$ cat src/rtl/ppu_comp_pkg.sv
// Shared constants and types for the PPU layer compositor.
// Register addresses, pipeline latency and the colour type.
package ppu_comp_pkg;

   localparam logic [2:0] ADDR_EN   = 3'd0;
   localparam logic [2:0] ADDR_BG   = 3'd1;
   localparam logic [2:0] ADDR_KEY  = 3'd2;
   localparam logic [2:0] ADDR_FADE = 3'd3;
   localparam logic [2:0] ADDR_CMD  = 3'd4;

   localparam int unsigned PIPE_LAT    = 3;
   localparam int unsigned COLOR_W_DEF = 24;

   typedef logic [COLOR_W_DEF-1:0] rgb_t;

endpackage

$ cat src/rtl/ppu_prio_select.sv
// Lowest-index-first priority encoder: reports whether any bit is set
// and the index of the lowest set bit.
module ppu_prio_select
   import ppu_comp_pkg::*;
#(
   parameter int unsigned WIDTH = 10
) (
   input  logic [WIDTH-1:0]                            i_vec,
   output logic                                        o_found,
   output logic [((WIDTH > 1) ? $clog2(WIDTH) : 1)-1:0] o_idx
);

   localparam int unsigned IDX_W = (WIDTH > 1) ? $clog2(WIDTH) : 1;

   // Scan high to low so the lowest set bit is the last to be assigned.
   always_comb begin
      o_found = 1'b0;
      o_idx   = '0;
      for (int i = int'(WIDTH) - 1; i >= 0; i--) begin
         if (i_vec[i]) begin
            o_found = 1'b1;
            o_idx   = IDX_W'(i);
         end
      end
   end

endmodule

$ cat src/rtl/ppu_compositor.sv
// Three-stage layer compositor with shadow registers committed once per frame.
// Define PPU_COMP_FADE_EN to add a per-channel fade in the final stage.
module ppu_compositor
   import ppu_comp_pkg::*;
#(
   parameter int unsigned        NUM_LAYERS = 20,
   parameter int unsigned        COLOR_W    = 24,
   parameter int unsigned        V_ACTIVE   = 480,
   parameter logic [COLOR_W-1:0] KEY_RESET  = 'h202020,
   parameter logic [COLOR_W-1:0] BG_RESET   = 'h202020
) (
   input  logic                          clk,
   input  logic                          reset,
   input  logic                          chipselect,
   input  logic                          write,
   input  logic [2:0]                    address,
   input  logic [31:0]                   writedata,
   input  logic [9:0]                    hcount,
   input  logic [9:0]                    vcount,
   input  logic [NUM_LAYERS*COLOR_W-1:0] layer_rgb,
   output logic [COLOR_W-1:0]            RGB_output,
   output logic [9:0]                    hcount_out,
   output logic [9:0]                    vcount_out
);

   localparam int unsigned LO_N  = NUM_LAYERS / 2;
   localparam int unsigned HI_N  = NUM_LAYERS - LO_N;
   localparam int unsigned LO_IW = (LO_N > 1) ? $clog2(LO_N) : 1;
   localparam int unsigned HI_IW = (HI_N > 1) ? $clog2(HI_N) : 1;
   localparam int unsigned IDX_W = $clog2(NUM_LAYERS);

   // Register interface
   logic                  w_wr_en;
   logic                  w_force;
   logic                  w_commit;
   logic                  w_unused_wd;

   logic [NUM_LAYERS-1:0] r_sh_en;
   logic [COLOR_W-1:0]    r_sh_bg;
   logic [COLOR_W-1:0]    r_sh_key;
   logic [NUM_LAYERS-1:0] r_act_en;
   logic [COLOR_W-1:0]    r_act_bg;
   logic [COLOR_W-1:0]    r_act_key;

   // Pipeline
   logic [NUM_LAYERS-1:0]         w_opaque;
   logic [NUM_LAYERS*COLOR_W-1:0] r_s1_rgb;
   logic [NUM_LAYERS-1:0]         r_s1_opaque;
   logic [COLOR_W-1:0]            r_s1_bg;
   logic [9:0]                    r_s1_h;
   logic [9:0]                    r_s1_v;

   logic [COLOR_W-1:0]            w_s1_lay [NUM_LAYERS];
   logic                          w_lo_found;
   logic                          w_hi_found;
   logic [LO_IW-1:0]              w_lo_idx;
   logic [HI_IW-1:0]              w_hi_idx;
   logic [IDX_W-1:0]              w_sel;
   logic                          w_any;

   logic [COLOR_W-1:0]            r_s2_rgb;
   logic [9:0]                    r_s2_h;
   logic [9:0]                    r_s2_v;

   logic [COLOR_W-1:0]            w_s3_rgb;
   logic [COLOR_W-1:0]            r_s3_rgb;
   logic [9:0]                    r_s3_h;
   logic [9:0]                    r_s3_v;

   assign w_wr_en     = chipselect & write;
   assign w_force     = w_wr_en && (address == ADDR_CMD) && writedata[0];
   assign w_commit    = ((hcount == 10'd0) && (vcount == 10'(V_ACTIVE))) || w_force;
   assign w_unused_wd = ^writedata;

   always_ff @(posedge clk or negedge reset) begin
      if (!reset) begin
         r_sh_en  <= '1;
         r_sh_bg  <= BG_RESET;
         r_sh_key <= KEY_RESET;
      end else if (w_wr_en) begin
         case (address)
            ADDR_EN:  r_sh_en  <= writedata[NUM_LAYERS-1:0];
            ADDR_BG:  r_sh_bg  <= writedata[COLOR_W-1:0];
            ADDR_KEY: r_sh_key <= writedata[COLOR_W-1:0];
            default:  ;
         endcase
      end
   end

   // Active set samples the shadow before this edge's write lands.
   always_ff @(posedge clk or negedge reset) begin
      if (!reset) begin
         r_act_en  <= '1;
         r_act_bg  <= BG_RESET;
         r_act_key <= KEY_RESET;
      end else if (w_commit) begin
         r_act_en  <= r_sh_en;
         r_act_bg  <= r_sh_bg;
         r_act_key <= r_sh_key;
      end
   end

   // S1: opacity is decided against the active set in force at the sampling edge.
   always_comb begin
      w_opaque = '0;
      for (int i = 0; i < int'(NUM_LAYERS); i++) begin
         w_opaque[i] = r_act_en[i] && (layer_rgb[i*COLOR_W +: COLOR_W] != r_act_key);
      end
   end

   always_ff @(posedge clk or negedge reset) begin
      if (!reset) begin
         r_s1_rgb    <= '0;
         r_s1_opaque <= '0;
         r_s1_bg     <= '0;
         r_s1_h      <= '0;
         r_s1_v      <= '0;
      end else begin
         r_s1_rgb    <= layer_rgb;
         r_s1_opaque <= w_opaque;
         r_s1_bg     <= r_act_bg;
         r_s1_h      <= hcount;
         r_s1_v      <= vcount;
      end
   end

   // S2: two half-width encoders; the low half always wins when it has a hit.
   for (genvar g = 0; g < NUM_LAYERS; g++) begin : g_lay
      assign w_s1_lay[g] = r_s1_rgb[g*COLOR_W +: COLOR_W];
   end

   ppu_prio_select #(
      .WIDTH (LO_N)
   ) u_prio_lo (
      .i_vec   (r_s1_opaque[LO_N-1:0]),
      .o_found (w_lo_found),
      .o_idx   (w_lo_idx)
   );

   ppu_prio_select #(
      .WIDTH (HI_N)
   ) u_prio_hi (
      .i_vec   (r_s1_opaque[NUM_LAYERS-1:LO_N]),
      .o_found (w_hi_found),
      .o_idx   (w_hi_idx)
   );

   always_comb begin
      if (w_lo_found) begin
         w_sel = IDX_W'(w_lo_idx);
      end else begin
         w_sel = IDX_W'(LO_N) + IDX_W'(w_hi_idx);
      end
   end

   assign w_any = w_lo_found | w_hi_found;

   always_ff @(posedge clk or negedge reset) begin
      if (!reset) begin
         r_s2_rgb <= '0;
         r_s2_h   <= '0;
         r_s2_v   <= '0;
      end else begin
         r_s2_rgb <= w_any ? w_s1_lay[w_sel] : r_s1_bg;
         r_s2_h   <= r_s1_h;
         r_s2_v   <= r_s1_v;
      end
   end

`ifdef PPU_COMP_FADE_EN
   logic [3:0] r_sh_fade;
   logic [3:0] r_act_fade;
   logic [3:0] r_s1_fade;
   logic [3:0] r_s2_fade;

   // Fade level travels with its pixel so a commit never splits a pixel's settings.
   always_ff @(posedge clk or negedge reset) begin
      if (!reset) begin
         r_sh_fade  <= '0;
         r_act_fade <= '0;
         r_s1_fade  <= '0;
         r_s2_fade  <= '0;
      end else begin
         if (w_wr_en && (address == ADDR_FADE)) begin
            r_sh_fade <= writedata[3:0];
         end
         if (w_commit) begin
            r_act_fade <= r_sh_fade;
         end
         r_s1_fade <= r_act_fade;
         r_s2_fade <= r_s1_fade;
      end
   end

   if (COLOR_W == 24) begin : g_fade
      logic [4:0]  w_mul;
      logic [12:0] w_prod [3];

      always_comb begin
         w_mul    = 5'd16 - {1'b0, r_s2_fade};
         w_s3_rgb = '0;
         for (int c = 0; c < 3; c++) begin
            w_prod[c]            = {5'd0, r_s2_rgb[c*8 +: 8]} * {8'd0, w_mul};
            w_s3_rgb[c*8 +: 8] = 8'(w_prod[c] >> 4);
         end
      end
   end else begin : g_no_fade
      assign w_s3_rgb = r_s2_rgb;
   end
`else
   assign w_s3_rgb = r_s2_rgb;
`endif

   // S3: output register.
   always_ff @(posedge clk or negedge reset) begin
      if (!reset) begin
         r_s3_rgb <= '0;
         r_s3_h   <= '0;
         r_s3_v   <= '0;
      end else begin
         r_s3_rgb <= w_s3_rgb;
         r_s3_h   <= r_s2_h;
         r_s3_v   <= r_s2_v;
      end
   end

   assign RGB_output = r_s3_rgb;
   assign hcount_out = r_s3_h;
   assign vcount_out = r_s3_v;

endmodule
$ cat config.mk
export PLATFORM = sky130hd
export DESIGN_NAME = ppu_compositor
export DESIGN_NICKNAME = d
export VERILOG_FILES = /design/src/rtl/ppu_comp_pkg.sv /design/src/rtl/ppu_prio_select.sv /design/src/rtl/ppu_compositor.sv
export SDC_FILE = /design/constraint.sdc
export NUM_CORES = 1
export LEC_CHECK = 0
export ABC_AREA = 0
export CELL_PAD_IN_SITES_DETAIL_PLACEMENT = 1
export CELL_PAD_IN_SITES_GLOBAL_PLACEMENT = 2
export CORE_ASPECT_RATIO = 1.25
export CORE_MARGIN = 3
export CORE_UTILIZATION = 35
export CTS_CLUSTER_DIAMETER = 50
export DETAILED_ROUTE_END_ITERATION = 12
export PLACE_DENSITY_LB_ADDON = 0.1
export SLEW_MARGIN = 10
export SYNTH_ARGS = -nofsm -noshare
export SYNTH_HDL_FRONTEND = slang
export SYNTH_SLANG_ARGS = --single-unit
$ cat constraint.sdc
create_clock -name clk -period 3.8 [get_ports clk]
set_input_delay 0.76 -clock clk [delete_from_list [all_inputs] [get_ports clk]]
set_output_delay 0.76 -clock clk [all_outputs]
set_load 0.02 [all_outputs]
# Word-level counts from Yosys, hierarchy flattened
# Cells that the tools add are included.
[op_classes]
add_sub_neg = 1
magnitude_cmp = 1
n_eq_ne = 24
mux = 45
bitwise = 3
n_reduce_logical = 29
[ops]
columns = ["cell", "n"]
rows = [
  ["$ne 24x24->1", 20],
  ["$bmux 24 s5", 1],
  ["$mux 4", 20],
  ["$mux 24", 3],
  ["$logic_and 1x1->1", 23],
  ["$mux 1", 20],
  ["$eq 10x9->1 const B", 1],
  ["$logic_not 10->1", 1],
  ["$ge 6x6->1 const B", 1],
  ["$not 5->6", 1],
  ["$reduce_and 2->1", 3],
  ["$add 4x4->5 const A", 1],
  ["$mux 5", 1],
  ["$eq 3x1->1 const B", 1],
  ["$eq 3x2->1 const B", 1],
  ["$eq 3x3->1 const B", 1],
  ["$logic_not 3->1", 1],
  ["$and 1x1->1", 1],
  ["$logic_or 1x1->1", 1],
  ["$or 1x1->1", 1],
]
[word_totals]
regBits = 768
inputBits = 539
output_inout_bits = 44
wordCells = 120

# Longest topological paths before layout
[logic_depth]
depth_word = 17
ltp_mapped = 12
depth_no_buf = 10

# Hierarchy
# From an unflattened synthesis, not the netlist that was laid out.
[hier_totals]
hier_cells = 2502
hier_area_um2 = 31124.9
[modules_own_cells]
columns = ["module", "instances", "cells_per_inst", "area_per_inst_um2", "seq_area_each_um2"]
rows = [
  ["ppu_compositor", 1, 2466, 30922.2, 19283.5],
  ["ppu_prio_select", 2, 18, 101.3, 0.0],
]

# Least setup slack after synthesis
# No wires, ideal clock.
[synth_timing]
path_kind = "register to register"
startpoint = "register r_s1_opaque[13]"
endpoint = "register r_s2_rgb[0]"
arrival_time_ns = 2.593
setup_slack_ns = 1.077
path_stages_with_launch = 12
path_buffers = 2
period_less_slack_ns = 2.723
cell_sequence = "dfrtp_1 or4_1 nor2_1 ha_1 a21oi_1 nor2_1 nor3b_1 clkbuf_1 clkbuf_1 nand3_1 nand4_1 a31oi_1"
[synth_between]
elab_chain_len = 11
elab_cells_between_ends = 16
cone_classes = "add/sub (1); mux (13); bitwise (2)"
[synth_rtl]
columns = ["element", "line_no", "rtl"]
rows = [
  ["from (decl)", "ppu_compositor.sv:48", "logic [NUM_LAYERS-1:0] r_s1_opaque;"],
  ["from (signal assigned)", "ppu_compositor.sv:120", "r_s1_opaque <= w_opaque;"],
  ["$mux 4 (4 in series)", "ppu_prio_select.sv:20", "if (i_vec[i]) begin"],
  ["$add 4x4->5", "ppu_compositor.sv:152", "w_sel = IDX_W'(LO_N) + IDX_W'(w_hi_idx);"],
  ["$mux 5", "ppu_compositor.sv:149", "if (w_lo_found) begin"],
  ["$not 5->6 (not written as such)", "ppu_compositor.sv:164", "r_s2_rgb <= w_any ? w_s1_lay[w_sel] : r_s1_bg;"],
  ["$bmux 24 s5", "ppu_compositor.sv:164", ""],
  ["$mux 24 (not written as such) (2 in series)", "ppu_compositor.sv:164", ""],
  ["$mux 24 *", "ppu_compositor.sv:164", ""],
  ["to (signal assigned)", "ppu_compositor.sv:164", ""],
  ["to (decl)", "ppu_compositor.sv:61", "logic [COLOR_W-1:0] r_s2_rgb;"],
]
# Every way passes the cells marked *; elsewhere a longest branch is shown, timed or not. The select of a mux whose other input is x is not followed.
# A chain may end at the register's enable or synchronous reset.

# Final worst setup path
[layout_timing]
startpoint = "register r_s1_opaque[13]"
endpoint = "register r_s2_rgb[20]"
# Same word-level chain as after synthesis.

==> run metrics <==
Clock Skews=0.0233 ns; Cell Pwr Density=722 mW/mm²; largest family of logic cells by synthesized area=XOR/XNOR gates; number of antenna-violating nets in the routed design=0; number of buffers added to fix hold violations after cts=0; Std-Cell Core Area=0.0890 mm²; minimum setup slack after placement=0.0472 ns; Initial Utilization=0.354; row count=122; min cycle time layout=3.65 ns; worst voltage drop across the vdd grid=0.599 mV; Most used DFF post-synth=sky130_fd_sc_hd__dfrtp_1; mux contribution to synthesized area=0.0661; antenna violations before repair=5; detailed-placement wirelength estimate=116000 µm; worst hold slack=0.0497 ns; clock latency of the later-clocked register in the worst-skew pair=0.67 ns; post-synthesis share of cell area spent on and, or, nand and nor gates=0.104; critical path, cell by cell=or4_1 -> nor2_1 -> ha_1 -> a21oi_1 -> nor2_1 -> a21oi_4 -> a31oi_1 -> nand4_1 -> buf_4 -> a31oi_1; number of gates resized after CTS=0; number of endpoints with negative hold slack in the final report=0; CTS Root Cell=sky130_fd_sc_hd__clkbuf_16; gp weighted congestion=0.946; largest area contributor in the netlist=sky130_fd_sc_hd__dfrtp_1; EDFF count, synth=0; highest net fanout along the worst path=26; synthesized-area fraction occupied by xor and xnor cells=0.133; TritonCTS sink count=768; cell with the largest stage delay on the worst path=sky130_fd_sc_hd__or4_1; Lkg Pwr=17.8 nW; dominant cells by area after synthesis=sky130_fd_sc_hd__dfrtp_1 57%, sky130_fd_sc_hd__xor2_1 8.9%, sky130_fd_sc_hd__nand3_1 5.4%; drc violations=0; drt wl/cell=34.5 µm; nets@finish=3674; area share of fa/ha/maj cells after synthesis=0.000397; FF+latch count, synth=768; final-report setup violation count=0; die width=274 µm; maximum number of pins on one net before global-route repair=143; Mapped Avg Cell Area=12.4 µm²; slowest stage delay, CP=0.60 ns; required time of the worst setup path=4.38 ns; detail-routed via count per cell=5.58; Post-CTS Repair Setup Buffers=0; area share of the largest cell type after synthesis=0.568; run status=complete, no violations; total of warnings raised by yosys=0; area fraction in compound gates after synthesis=0.0587; number of global-route vias before repair=26601; transition time of the tightest slew-check pin=1.18 ns; critical path arrival=4.23 ns; post-synthesis cell count=2539; Hold WC Path Type=in -> async; area growth from synthesis to final layout=34.9%; fraction of final layout cells sized beyond drive strength 1=0.162; die footprint=0.0937 mm²; Final Max Tran Viols=0; nature of the critical path endpoint=flop; Worst slew margin=0.212; Post-Synthesis Net Count=3079; total wire length after detailed routing=151000 µm; total routing resource utilization after global routing=0.320; final core utilization=0.478; CP Class=reg -> reg; register clock-pin slew on the reported worst setup and hold paths=0.06 ns; drt pass-1 iters=7; Async S/R FF share, synth=1.00; synthesized area=0.0315 mm²; number of distinct standard cells referenced by the synthesized netlist=45; io pins=583; maximum root-to-sink buffer count=3; quantity of I/O buffers inserted on ports=574; Fmax=0.274 GHz; GRT overflow=0; number of maximum-capacitance constraint violations=0; DRT iter0 DRCs=2083; CTS buffer count=89; fraction of the yosys area taken by sequential cells=0.612; post-route clock period utilization=0.961; global-route wire length before repair=209000 µm; least setup slack across all paths after layout=0.148 ns; deepest level of the CTS H-tree=3; Die Span Y=342 µm; detailed-route via count=24508; CTS tree=yes; crit path launch type=flop; unrepaired setup endpoints after global routing=no
==> report_power, final <==
part | total [mW] | internal (mW) | switching, mW
Combinational | 11.6 | 3.99 | 7.58
Sequential | 10.0 | 9.23 | 0.807
Clock | 9.10 | 5.38 | 3.72
Total | 30.7 | 18.6 | 12.1
==> cell usage in the layout, fill, tap and decap left out, drive strengths merged, types with 108 or more instances in the layout <==
| cell type | netlist | layout |
|---|---|---|
| dfrtp | 716 | 716 |
| clkdlybuf4s50 | 0 | 573 |
| nand3 | 338 | 338 |
| xor2 | 320 | 320 |
| o21ai | 194 | 194 |
| xnor2 | 160 | 160 |
| mux2 | 137 | 137 |
| buf | 63 | 133 |
| clkbuf | 139 | 118 |
| nand4 | 108 | 108 |
==> Yosys cell counts, types with 2 or more instances <==
cell type / n
sky130_fd_sc_hd__dfrtp_1: 716
sky130_fd_sc_hd__a21o_1: 2
sky130_fd_sc_hd__buf_1: 51
sky130_fd_sc_hd__o31a_1: 23
sky130_fd_sc_hd__a21oi_1: 29
sky130_fd_sc_hd__or4_1: 4
sky130_fd_sc_hd__mux2_2: 137
sky130_fd_sc_hd__o21ai_1: 2
sky130_fd_sc_hd__dfstp_2: 52
sky130_fd_sc_hd__or4_4: 2
sky130_fd_sc_hd__nor2_1: 35
sky130_fd_sc_hd__xnor2_1: 160
sky130_fd_sc_hd__a31oi_1: 72
sky130_fd_sc_hd__xor2_1: 320
sky130_fd_sc_hd__mux4_2: 24
sky130_fd_sc_hd__buf_2: 9
sky130_fd_sc_hd__o21ai_0: 192
sky130_fd_sc_hd__clkbuf_1: 139
sky130_fd_sc_hd__nor4_1: 86
sky130_fd_sc_hd__nor4b_1: 3
sky130_fd_sc_hd__inv_1: 2
sky130_fd_sc_hd__nor2b_1: 2
sky130_fd_sc_hd__nand4_1: 108
sky130_fd_sc_hd__nor3b_1: 3
sky130_fd_sc_hd__nand2_1: 3
sky130_fd_sc_hd__nand3_1: 338
sky130_fd_sc_hd__o31ai_1: 4
sky130_fd_sc_hd__nor3_1: 3
sky130_fd_sc_hd__buf_6: 2
==> layout make-up <==
class,instances,area (µm²)
fillers,9104,46500
flip-flops and latches,768,19300
multi-input cells,1567,11500
repair buffers,706,7090
clock buffers,118,2540
well taps,1178,1470
clock inverters,48,583
diodes,4,10.0
inverters,2,7.51
==> state kept, by name (all words and copies together), names as in the netlist, 20 cells and up <==
| name | count |
|---|---|
| r_sh_key | 24 |
| r_sh_en | 20 |
| r_s1_rgb | 480 |
| r_s2_rgb | 24 |
| r_act_en | 20 |
| r_act_bg | 24 |
| r_act_key | 24 |
| r_sh_bg | 24 |
| r_s1_bg | 24 |
| RGB_output | 24 |
| r_s1_opaque | 20 |
==> path summary, 6_finish.rpt <==
check / startpoint / end / slack (ns) / depth (start not counted)
max in group asynchronous: reset / r_act_en[15] / 2.59 / 3
worst min register to register: r_s2_v[8] / vcount_out[8] / 0.34 / 0
worst max-delay path: r_s1_opaque[13] / r_s2_rgb[20] / 0.15 / 10
min in group clk: r_s2_v[8] / vcount_out[8] / 0.34 / 0
worst min-delay path: reset / r_s1_rgb[26] / 0.05 / 1
worst max register to register: r_s1_opaque[13] / r_s2_rgb[20] / 0.15 / 10
==> critical path: cells and delay by family (launching register included) <==
| kind | cells | cell delay [ns] |
|---|---|---|
| adder cells (fa/ha/maj) | 1 | 0.17 |
| buffers and inverters | 1 | 0.29 |
| AO/OA/AOI/OAI | 4 | 1.03 |
| flip-flops | 1 | 0.41 |
| AND/OR/NAND/NOR | 4 | 1.66 |
==> layer usage <==
metal / global-route usage / up-vias / routed length, µm
li1: - / 10163 / -
met1: 0.429 / 13112 / 63400
met2: 0.523 / 1009 / 73000
met3: 0.0453 / 222 / 8740
met4: 0.129 / 2 / 6300
met5: 0 / - / 10
==> through the flow <==
step                cell area (µm²)  TNS [ns]  instances  total power [mW]
floorplan                     31500         0       2539              15.1
global placement              39400  -0.00488       4221              21.5
detailed placement            39400         0       4221              21.6
CTS                           42500         0       4387              30.8
global route                  42500         0       4389              31.8
finish                        42500         0       4391              30.7
==> cell families (layout without fill, tap and decap cells) <==
logic type               Yosys count  count (layout)
AO/OA/AOI/OAI                    328             328
flip-flops                       768             768
multiplexers                     161             161
buffers and inverters            204             874
XOR/XNOR                         480             480
other                              0               4
AND/OR/NAND/NOR                  597             597
adder cells (fa/ha/maj)            1               1
Power figures use the tool's default switching activity.
